File: src/rtl/mux_pkg.sv
// mux_pkg: shared mode type for the select-scanning mux bank.
package mux_pkg;
  typedef enum logic {
    MUX_DIRECT = 1'b0,
    MUX_SCAN   = 1'b1
  } mux_mode_e;
endpackage

File: src/rtl/mux_sel_counter.sv
// mux_sel_counter: W-bit load/increment/hold counter with terminal-count flag.
module mux_sel_counter #(
  parameter int W = 2
) (
  input  logic         clk,
  input  logic         rst,
  input  logic         ld,
  input  logic         inc,
  input  logic [0:W-1] ld_val,
  output logic [0:W-1] cnt,
  output logic         tc
);
  logic [0:W-1] cnt_q, cnt_d;
  always_comb cnt_d = ld ? ld_val : inc ? cnt_q + W'(1) : cnt_q;
  always_ff @(posedge clk) begin
    if (rst) cnt_q <= '0;
    else     cnt_q <= cnt_d;
  end
  assign cnt = cnt_q;
  // range is a power of two, so all-ones is the last index
  assign tc  = &cnt_q;
endmodule

File: src/rtl/mux_bank_reg.sv
// mux_bank_reg: NCH registered 1-of-NWAY selectors, driven by SEL directly or by a scanning counter.
module mux_bank_reg
  import mux_pkg::*;
#(
  parameter  int NCH  = 2,
  parameter  int NWAY = 4,
  localparam int SELW = $clog2(NWAY)
) (
  input  logic                       clk,
  input  logic                       RESET,
  input  logic                       EN,
  input  logic                       SCAN,
  input  logic [0:SELW-1]            SEL,
  input  logic [0:NCH-1][0:NWAY-1]   D,
  output logic [0:NCH-1]             B,
  output logic [0:SELW-1]            SELQ,
  output logic                       WRAP
);
  mux_mode_e       mode_q, mode_d;
  logic [0:NCH-1]  b_q, b_d, sel_bit;
  logic [0:SELW-1] selq_q, selq_d, idx, cnt;
  logic            wrap_q, wrap_d, tc, scanning;
  // scan entry (mode still DIRECT) uses SEL; only an established scan follows the counter
  assign scanning = SCAN && (mode_q == MUX_SCAN);
  assign idx      = scanning ? cnt : SEL;
  mux_sel_counter #(.W(SELW)) u_cnt (
    .clk    (clk),
    .rst    (RESET),
    .ld     (EN && !scanning),
    .inc    (EN && scanning),
    .ld_val (SEL + SELW'(SCAN)),
    .cnt    (cnt),
    .tc     (tc)
  );
  for (genvar c = 0; c < NCH; c++) begin : g_ch
    assign sel_bit[c] = D[c][idx];
  end
  always_comb begin
    b_d    = EN ? sel_bit : b_q;
    selq_d = EN ? idx : selq_q;
    wrap_d = EN && scanning && tc;
    mode_d = EN ? (SCAN ? MUX_SCAN : MUX_DIRECT) : mode_q;
  end
  always_ff @(posedge clk) begin
    if (RESET) begin
      b_q    <= '0;
      selq_q <= '0;
      wrap_q <= 1'b0;
      mode_q <= MUX_DIRECT;
    end else begin
      b_q    <= b_d;
      selq_q <= selq_d;
      wrap_q <= wrap_d;
      mode_q <= mode_d;
    end
  end
  assign B    = b_q;
  assign SELQ = selq_q;
  assign WRAP = wrap_q;
endmodule

File: config.mk
export PLATFORM = sky130hd
export DESIGN_NAME = mux_bank_reg
export DESIGN_NICKNAME = d
export VERILOG_FILES = /design/src/rtl/mux_pkg.sv /design/src/rtl/mux_sel_counter.sv /design/src/rtl/mux_bank_reg.sv
export SDC_FILE = /design/constraint.sdc
export NUM_CORES = 1
export LEC_CHECK = 0
export CORE_AREA = 2 2 39 41
export CTS_CLUSTER_DIAMETER = 200
export CTS_CLUSTER_SIZE = 12
export DETAILED_ROUTE_END_ITERATION = 8
export DIE_AREA = 0 0 41 43
export PLACE_DENSITY = 0.69
export SYNTH_ARGS = -nofsm -noshare
export SYNTH_HDL_FRONTEND = slang
export SYNTH_SLANG_ARGS = --single-unit
File: constraint.sdc
create_clock -name clk -period 1.14 [get_ports clk]
set_input_delay 0.285 -clock clk [delete_from_list [all_inputs] [get_ports clk]]
set_output_delay 0.285 -clock clk [all_outputs]
set_load 0.02 [all_outputs]
==> results of run 1 <==
[worst paths after layout]
kind / to / slack [ns] / cells past startpoint
hold reg to reg: SELQ[1] / 0.48 / 2
setup reg to reg: B[1] / 0.02 / 4
hold / removal: mode_q / 0.40 / 3
setup / recovery: B[1] / 0.02 / 4
[layout make-up]
class                   instances  area share (%)
multi-input cells              35            44.3
repair buffers                 24            27.0
clock buffers                   3            3.14
flip-flops and latches          8            22.8
well taps                      16            2.79
[logic make-up (layout without fill, tap and decap cells)]
logic type      after synthesis  count (layout)  synth area share (%)
buf+inv                       1              27                  1.11
simple gates                 17              17                  21.9
fa+ha+maj                     2               2                  5.54
compound gates                9               9                  18.0
mux                           6               6                  16.1
xor+xnor                      1               1                  1.94
flops                         8               8                  35.5
[metrics by stage]
stage	TNS, ns	worst slack (ns)	hold WS (ns)	utilization [%]	power [µW]
2_1_floorplan	0	0.0502	0.354	-	414
3_3_place_gp	-2.98	-0.487	0.473	50.0	514
3_5_place_dp	-3.13	-0.520	0.487	50.0	516
4_1_cts	0	0.00544	0.425	53.8	736
5_1_grt	-0.0300	-0.0184	0.389	51.9	772
6_report	0	0.0170	0.399	51.9	713
[state kept, by name (all words and copies together), names as in the netlist]
signal and flops:
u_cnt.cnt 2, WRAP 1, SELQ 2, mode_q 1, B 2
[worst max-delay path, stage by stage (launching register included)]
cell	delay [ns]
dfxtp_4	0.36
a21bo_4	0.22
nand2_4	0.10
mux2i_1	0.23
o221ai_2	0.11
[per-layer routing]
metal / global-route usage, % / wire length [µm] / vias up
li1: - / - / 212
met4: 14.0 / 16 / 0
met5: 0 / 0 / -
met1: 14.0 / 390 / 184
met3: 7.85 / 77 / 2
met2: 19.7 / 483 / 14
[power groups by stage]
stage                     clock (µW)  sequential (µW)  combinational, µW
after floorplan                    0              331               82.9
after detailed placement           0              319                198
after global routing             247              316                209
after global placement             0              319                196
after CTS                        222              314                200
final                            207              313                193
[cells in the final DEF, fill, tap and decap left out]
master,count
a211oi_1,2
a21bo_4,1
a21oi_1,2
a311oi_1,1
and2b_2,1
buf_2,4
buf_4,5
buf_6,1
clkbuf_2,2
clkbuf_4,3
clkdlybuf4s50_1,8
dfxtp_1,7
dfxtp_4,1
dlygate4sd2_1,4
ha_1,1
ha_2,1
mux2i_1,4
mux2i_2,1
mux2i_4,1
nand2_1,2
nand2_2,2
nand2_4,1
nand2b_1,1
nand2b_4,1
nand3_2,1
nor2_1,6
o211ai_1,1
o221ai_2,2
or3b_2,2
xnor2_2,1
[timing repair]
action | 4_1_cts | 5_1_grt
setup endpoints to repair | 11 | 8
hold buffers | 0 | 0
pin swaps | 4 | 2
resized for setup | 26 | 10
==> metrics.md, run 1 <==
| Metric | Value |
|---|---|
| Post-synth net total | 60 |
| DIE AREA | 0.00176 mm² |
| 1st-pass router iterations | 2 |
| PortBufs | 18 |
| Clock transition at path regs | 0.05 ns |
| CP endpoint kind | register |
| Final HPWL DP | 783 µm |
| First-pass GRT wire length | 1550 µm |
| Max cap viols | 0 |
| Worst Skew | 0.00233 ns |
| Yosys top cell by area | dfxtp_1 |
| Pleak | 0.000310 µW |
| Sw power | 185 µW |
| I/O pins | 19 |
| PD cells | 993 mW/mm² |
| Post-synthesis sequential element count | 8 |
| Clock sink count | 8 |
| Area contributors post-synth | dfxtp_1 (35%), mux2i_1 (11%), o221ai_2 (6.6%) |
| DIE HEIGHT | 43 µm |
| Later-pin clock latency in the skew report | 0.25 ns |
| Clock root buffer | clkbuf_4 |
| Placer congestion estimate | 0.680 |
| Area after DPL | 692 µm² |
| Worst r2r src | mode_q |
| Min-Delay Path Class | in -> reg |
| Largest net degree at the start of global routing | 10 |
| Vias | 412 |
| Gr usage total | 14.3% |
| CP startpoint | mode_q |
| Synth top cells by count | dfxtp_1 (8), nor2_1 (6), mux2i_1 (5) |
| CP max FO | 4 |
| Avg Inst Size Synth | 10.3 µm² |
| Core ar. | 0.00138 mm² |
| Worst endpoint required time | 1.27 ns |
| FP Rows | 14 |
| Kind of start point of the critical path | register |
| DR iter-0 viols | 2 |
| CTS tree | built |
| Post-synthesis sequential area ratio | 35.5% |
| Starting density of the core | 32.6% |
| GRT overflow | 0 |
| NumNets Final | 88 |
| Final worst path period share | 98.5% |
| Final Slew Violations | 0 |
| Final antenna-violating net count | 0 |
| Outcome | completed |
| RSZ-0062 raised after global routing | true |
| Reg power frac | 43.8% |
| Post-synth top flop | dfxtp_1 |
| # DRC | 0 |
| Post-synth top area share | 35.5% |
| Hold Fails Final Rpt | 0 |
| Vias per cell | 4.79 |
| Syn-to-layout area delta | 59.0% |
| Final setup fails | 0 |
| Post-synth EDFFs | 0 |
| # Post-CTS Setup Buffers | 0 |
| Initial antenna violation count | 0 |
| Hold_sp | SCAN |
| Switching part of the total | 25.9% |
| Die X | 41 µm |
| Clock network fraction of design power | 29.1% |
| Ys async rst share | 0% |
| Tightest Pin Transition | 0.238 ns |
| Clk buf depth | 2 |
| Gate power share | 27.1% |
| Fill cells | 142 |
| Maximum clock frequency | 0.890 GHz |
| P_int | 529 µW |
| Worst IR Drop VDD | 0.000378 V |
| Synth warn | 0 |
| Final instance area | 718 µm² |
| Unique masters post-synth | 20 |
| Setup Crit Path Kind | reg -> reg |
| Final Critical Period | 1.12 ns |
| Number of global-route vias before repair | 402 |
| Ant diodes | 0 |
| WL/cell | 11.3 µm |
| Most common cell in the netlist | dfxtp_1 |
| Final WL | 968 µm |
| TritonCTS Buffers | 3 |
| H-Tree Depth | 1 |
| Area of the multi-input gates | 318 µm² |
| Area occupied by registers | 164 µm² |
| Post-Layout Cell Count | 86 |
| Crit path DAT | 1.25 ns |
| Share of layout cells above drive strength 1 | 44.3% |
| Synth Instances | 44 |
| Placed insts | 83 |
| Syn Std Cell Area | 452 µm² |
| Max-slew headroom | 84.1% |
Power figures use the tool's default switching activity.
==> run 2: changes to the inputs <==
- HOLD_SLACK_MARGIN: unset -> 0.08
==> results of run 2 <==
The final DEF is identical to that of run 1; final timing and power are the same.
